File: src/rtl/rotary_led_ctrl.sv
// Quadrature rotary encoder front end driving an N_LEDS position indicator.
// Define ROTARY_LED_BAR_EN for thermometer (bar graph) LEDs instead of one-hot.
module rotary_led_ctrl #(
    parameter int N_LEDS     = 8,
    parameter int DEB_CYCLES = 4,
    parameter bit WRAP       = 1'b1,
    parameter int INIT_POS   = 0
) (
    input  logic                      clk,
    input  logic                      rst_n,
    input  logic                      ROT_A,
    input  logic                      ROT_B,
    output logic [N_LEDS-1:0]         led,
    output logic [$clog2(N_LEDS)-1:0] pos,
    output logic                      step_valid,
    output logic                      step_dir
);
    localparam int            PW       = $clog2(N_LEDS);
    localparam logic [7:0]    DEB_LAST = 8'(DEB_CYCLES - 1);
    localparam logic [PW-1:0] POS_MAX  = PW'(N_LEDS - 1);
    localparam logic [PW-1:0] POS_INIT = PW'(INIT_POS);

    function automatic logic [N_LEDS-1:0] encode_led(input logic [PW-1:0] p);
        logic [N_LEDS-1:0] r;
        r = {N_LEDS{1'b0}};
        for (int i = 0; i < N_LEDS; i++) begin
`ifdef ROTARY_LED_BAR_EN
            r[i] = (PW'(i) <= p);
`else
            r[i] = (PW'(i) == p);
`endif
        end
        return r;
    endfunction

    function automatic logic [PW-1:0] step_pos(input logic [PW-1:0] p, input logic up);
        logic [PW-1:0] r;
        if (up) begin
            if (p == POS_MAX) begin
                r = WRAP ? {PW{1'b0}} : POS_MAX;
            end else begin
                r = p + PW'(1'b1);
            end
        end else begin
            if (p == {PW{1'b0}}) begin
                r = WRAP ? POS_MAX : {PW{1'b0}};
            end else begin
                r = p - PW'(1'b1);
            end
        end
        return r;
    endfunction

    // Returns {next filtered level, next count}; an agreeing sample restarts the count.
    function automatic logic [8:0] deb_next(input logic lvl, input logic smp, input logic [7:0] cnt);
        logic [8:0] r;
        if (smp == lvl) begin
            r = {lvl, 8'd0};
        end else if (cnt == DEB_LAST) begin
            r = {smp, 8'd0};
        end else begin
            r = {lvl, cnt + 8'd1};
        end
        return r;
    endfunction

    logic [1:0]        sync1_r;
    logic [1:0]        sync2_r;
    logic              filt_a_r;
    logic              filt_b_r;
    logic [7:0]        cnt_a_r;
    logic [7:0]        cnt_b_r;
    logic [8:0]        deb_a_s;
    logic [8:0]        deb_b_s;
    logic              ev_r;
    logic              ev_d_r;
    logic              dir_r;
    logic              step_valid_r;
    logic              step_dir_r;
    logic [PW-1:0]     pos_r;
    logic [PW-1:0]     pos_nx_s;
    logic [N_LEDS-1:0] led_r;

    // Next-state for both debounce filters and the stepped position.
    always_comb begin
        deb_a_s  = deb_next(filt_a_r, sync2_r[0], cnt_a_r);
        deb_b_s  = deb_next(filt_b_r, sync2_r[1], cnt_b_r);
        pos_nx_s = step_pos(pos_r, step_dir_r);
    end

    // Two-flop synchronisers (bit 0 = A, bit 1 = B) and debounce state.
    always_ff @(posedge clk) begin
        if (!rst_n) begin
            sync1_r  <= 2'b00;
            sync2_r  <= 2'b00;
            filt_a_r <= 1'b0;
            filt_b_r <= 1'b0;
            cnt_a_r  <= 8'd0;
            cnt_b_r  <= 8'd0;
        end else begin
            sync1_r  <= {ROT_B, ROT_A};
            sync2_r  <= sync1_r;
            filt_a_r <= deb_a_s[8];
            cnt_a_r  <= deb_a_s[7:0];
            filt_b_r <= deb_b_s[8];
            cnt_b_r  <= deb_b_s[7:0];
        end
    end

    // Quadrature decode: ev marks the 11 detent, dir remembers which channel led.
    always_ff @(posedge clk) begin
        if (!rst_n) begin
            ev_r         <= 1'b0;
            ev_d_r       <= 1'b0;
            dir_r        <= 1'b0;
            step_valid_r <= 1'b0;
            step_dir_r   <= 1'b0;
        end else begin
            case ({filt_a_r, filt_b_r})
                2'b11: begin
                    ev_r  <= 1'b1;
                    dir_r <= dir_r;
                end
                2'b00: begin
                    ev_r  <= 1'b0;
                    dir_r <= dir_r;
                end
                2'b10: begin
                    ev_r  <= ev_r;
                    dir_r <= 1'b0;
                end
                2'b01: begin
                    ev_r  <= ev_r;
                    dir_r <= 1'b1;
                end
                default: begin
                    ev_r  <= ev_r;
                    dir_r <= dir_r;
                end
            endcase
            ev_d_r       <= ev_r;
            step_valid_r <= ev_r & ~ev_d_r;
            if (ev_r & ~ev_d_r) begin
                step_dir_r <= ~dir_r;
            end else begin
                step_dir_r <= step_dir_r;
            end
        end
    end

    // Position and LED pattern move at the edge that closes the step pulse.
    always_ff @(posedge clk) begin
        if (!rst_n) begin
            pos_r <= POS_INIT;
            led_r <= encode_led(POS_INIT);
        end else if (step_valid_r) begin
            pos_r <= pos_nx_s;
            led_r <= encode_led(pos_nx_s);
        end else begin
            pos_r <= pos_r;
            led_r <= led_r;
        end
    end

    assign led        = led_r;
    assign pos        = pos_r;
    assign step_valid = step_valid_r;
    assign step_dir   = step_dir_r;

endmodule

File: config.mk
export PLATFORM = sky130hd
export DESIGN_NAME = rotary_led_ctrl
export DESIGN_NICKNAME = d
export VERILOG_FILES = /design/src/rtl/rotary_led_ctrl.sv
export SDC_FILE = /design/constraint.sdc
export NUM_CORES = 1
export LEC_CHECK = 0
export BUFFER_PORTS_ARGS = -buffer_cell sky130_fd_sc_hd__buf_2
export CORE_MARGIN = 1.5
export CORE_UTILIZATION = 35
export CTS_CLUSTER_SIZE = 16
export DETAILED_ROUTE_END_ITERATION = 16
export PLACE_DENSITY = 0.52
export SKIP_CTS_REPAIR_TIMING = 1
export SLEW_MARGIN = 20
export SYNTH_ARGS = -nofsm -noshare
export SYNTH_HDL_FRONTEND = slang
export SYNTH_SLANG_ARGS = --single-unit
File: constraint.sdc
create_clock -name clk -period 2.1 [get_ports clk]
set_input_delay 0.315 -clock clk [delete_from_list [all_inputs] [get_ports clk]]
set_output_delay 0.315 -clock clk [all_outputs]
set_load 0.02 [all_outputs]
==> flow_summary_export.csv <==
group,metric,value,unit
detailed_routing,routedWlPerCell,11.8,um
floorplanning,fp.dieH,70.8,um
timing,slew_headroom,0.704,
final_layout,drive_above_1_share,0.182,
final_layout,diodes,0,
detailed_routing,drc,0,
run_status,outcome,"finished, final reports clean",
critical_path,cp-end-kind,"flop",
synth,synth_ff_type,"dfxtp_1",
synth,ys_seq_elements,38,
clocking,clock-sinks,38,
detailed_routing,drt_iter0_drc,51,
synth,syn-instance-count,165,
detailed_routing,finalWirelength,2830,um
floorplanning,coreArea,4380,um2
final_layout,multi_input_area,795,um2
floorplanning,placementRows,24,
placed_design,io_buffers,16,
global_route,grt_antenna_before_repair,0,
timing,setup_tns,0,ns
clocking,clk-insertion-delay-late,0.28,ns
pwr,internal_power,0.000994,W
timing,min_period_over_period,0.884,
pwr,power_switching,0.000260,W
timing,fmax,539,MHz
pwr,p_per_area,682,nW/um2
critical_path,cp_data_arrival_time,2.03,ns
clocking,numCtsBuffers,5,
timing,hold_viol,0,
synth,synth_edf_count,0,
synth,avgSynthCellArea,9.75,um2
global_route,track_usage,0.127,
pwr,ir_drop,0.448,mV
synth,ys_seq_area_frac,0.473,
pwr,sw_frac_of_total,0.207,
placed_design,hpwlAfterDp,2110,um
critical_path,rr_startpoint,"pos[0]",
timing,tightest_slew,0.444,ns
critical_path,cp_max_fo,9,
critical_path,cp.required,2.27,ns
placed_design,gp_congestion,0.712,
critical_path,startpoint,"pos[0]",
synth,syn_nets,177,
synth,yosys_warnings,0,
clocking,htreeDepth,2,
timing,finClkSkew,0.00758,ns
pwr,power,0.00125,W
critical_path,crit_path_cell_trace,"inv_1 > ha_1 > nor2b_1 > a22oi_4 > nor2_2 > a221o_1",
synth,netlist_area,1610,um2
critical_path,cpMaxStageDelayCell,"dfxtp_1",
critical_path,crit_type,"flop to flop",
clocking,cts_tree,"done",
timing,fin_crit,1.86,ns
pwr,power_frac_seq,0.580,
final_layout,nFillCells,433,
clocking,clk_path_buf_depth,2,
job,timing.max_cap.violations,0,
detailed_routing,firstDrtPassIters,4,
clocking,cts_root_buf,"clkbuf_8",
pwr,clkPwrFrac,0.406,
synth,yosysUniqueCellTypes,35,
floorplanning,start_util,0.367,
timing,setup_slack,0.244,ns
floorplanning,die_area,5010,um2
worst_hold_path,holdCritStartpoint,"ROT_B",
global_route,gr-total-overflow,0,
critical_path,slowest_delay,0.47,ns
final_layout,stdcell_count,239,
placed_design,dp.cells,231,
detailed_routing,vias,1139,
critical_path,cp_top_family,"compound AO/OA/AOI/OAI gates",
detailed_routing,drtAntennaViolNets,0,
global_route,grt_first_pass_wirelength,5040,um
timing,rsz0062_at_grt,"false",
final_layout,nNetsFinal,198,
pwr,cellLeakagePower,0.788,nW
synth,async_reset_ff_frac,0,
clocking,clk_pin_slew,0.08,ns
critical_path,path_buf_inv,1,
timing,drv_slew,0,
global_route,grt_max_degree,15,
final_layout,synthToLayoutAreaGrowth,14.2,%
worst_hold_path,hold_class,"primary input to flop",
critical_path,worstSetupStartpointType,"flop",
global_route,first_global_vias,1110,
pwr,p_comb_frac,0.014,
detailed_routing,viasPerCell,4.77,
final_layout,final_core_utilization,0.419,
placed_design,place_ws,0.251,ns
floorplanning,die_w,70.8,um
timing,setup-violations-final,0,
floorplanning,io_pins,17,
final_layout,seq_area,761,um2
## through the flow
stage	cell area, um2	hold WS, ns
after floorplan	1610	0.412
after global placement	1740	0.417
after detailed placement	1740	0.418
after CTS	1840	0.227
after global routing	1840	0.224
final	1840	0.240
## area by class of cell
class	instances	share of cell area
Sequential cell	38	0.414
Timing Repair Buffer	17	0.0477
Clock buffer	6	0.0449
Clock inverter	2	0.00681
Tap cell	52	0.0354
Multi-Input combinational cell	116	0.432
Inverter	8	0.0191
## sequential cells by signal (all words and copies together), names as in the netlist
name        cells
dir_r           1
filt_a_r        1
pos             3
cnt_a_r         8
led             8
ev_d_r          1
cnt_b_r         8
sync2_r         2
step_dir        1
filt_b_r        1
ev_r            1
step_valid      1
sync1_r         2
## cells in the final DEF (no fill, tap or decap), types with 2 or more instances in the layout
master / count
xnor2_1: 5
a21oi_1: 3
and4_1: 2
nor2_1: 31
nand3b_1: 2
xor2_1: 9
inv_1: 7
nand2b_1: 2
ha_1: 8
nand4_1: 2
clkbuf_8: 6
nor4_1: 2
mux2i_1: 5
dfxtp_1: 38
nand2_1: 7
and2_1: 7
buf_2: 16
nor2b_1: 3
nand3_1: 9
a32oi_1: 4
o21ai_0: 2
## cells in the mapped netlist, drive strengths merged (3+ instances only)
cell type  count  area share
nand3          9       0.028
xnor2          5       0.027
nor2          32       0.076
ha             8       0.062
a21oi          3      0.0093
a32oi          4       0.022
inv            8       0.022
and2           7       0.027
nor2b          3       0.012
mux2i          5       0.031
nand2          7       0.016
xor2           9       0.049
dfxtp         38        0.47
## worst paths after layout
check,to,slack (ns),cells past startpoint
max reg2reg,led[0],0.24,6
min reg2reg,sync2_r[1],0.43,1
max,led[0],0.24,6
min,sync1_r[1],0.24,2
## power groups by stage
stage               registers (W)  clock network [W]   logic, W
floorplan                0.000743                  0  0.0000118
global placement         0.000744                  0  0.0000172
detailed placement       0.000744                  0  0.0000180
CTS                      0.000727           0.000536  0.0000180
global route             0.000728           0.000573  0.0000198
finish                   0.000727           0.000510  0.0000175
## kinds of logic (layout without fill, tap and decap cells)
kind of cell | count (synthesis) | after routing | synth area share
AOI/OAI and AO/OA | 17 | 17 | 0.101
muxes | 5 | 5 | 0.0311
xor gates and xnor gates | 14 | 14 | 0.0762
and+or+nand+nor | 72 | 72 | 0.223
adders and majority gates | 8 | 8 | 0.0622
DFF | 38 | 38 | 0.473
buffers and inverters | 11 | 33 | 0.0334
## per-layer routing
metal  routed length [um]  up-vias  global-route usage
li1                     -      600                   -
met1                 1390      519               0.158
met2                 1290       16               0.204
met3                  100        4              0.0328
met4                   45        0              0.0650
met5                    0        -                   0
Note: power is estimated with default switching activity, not from simulation.
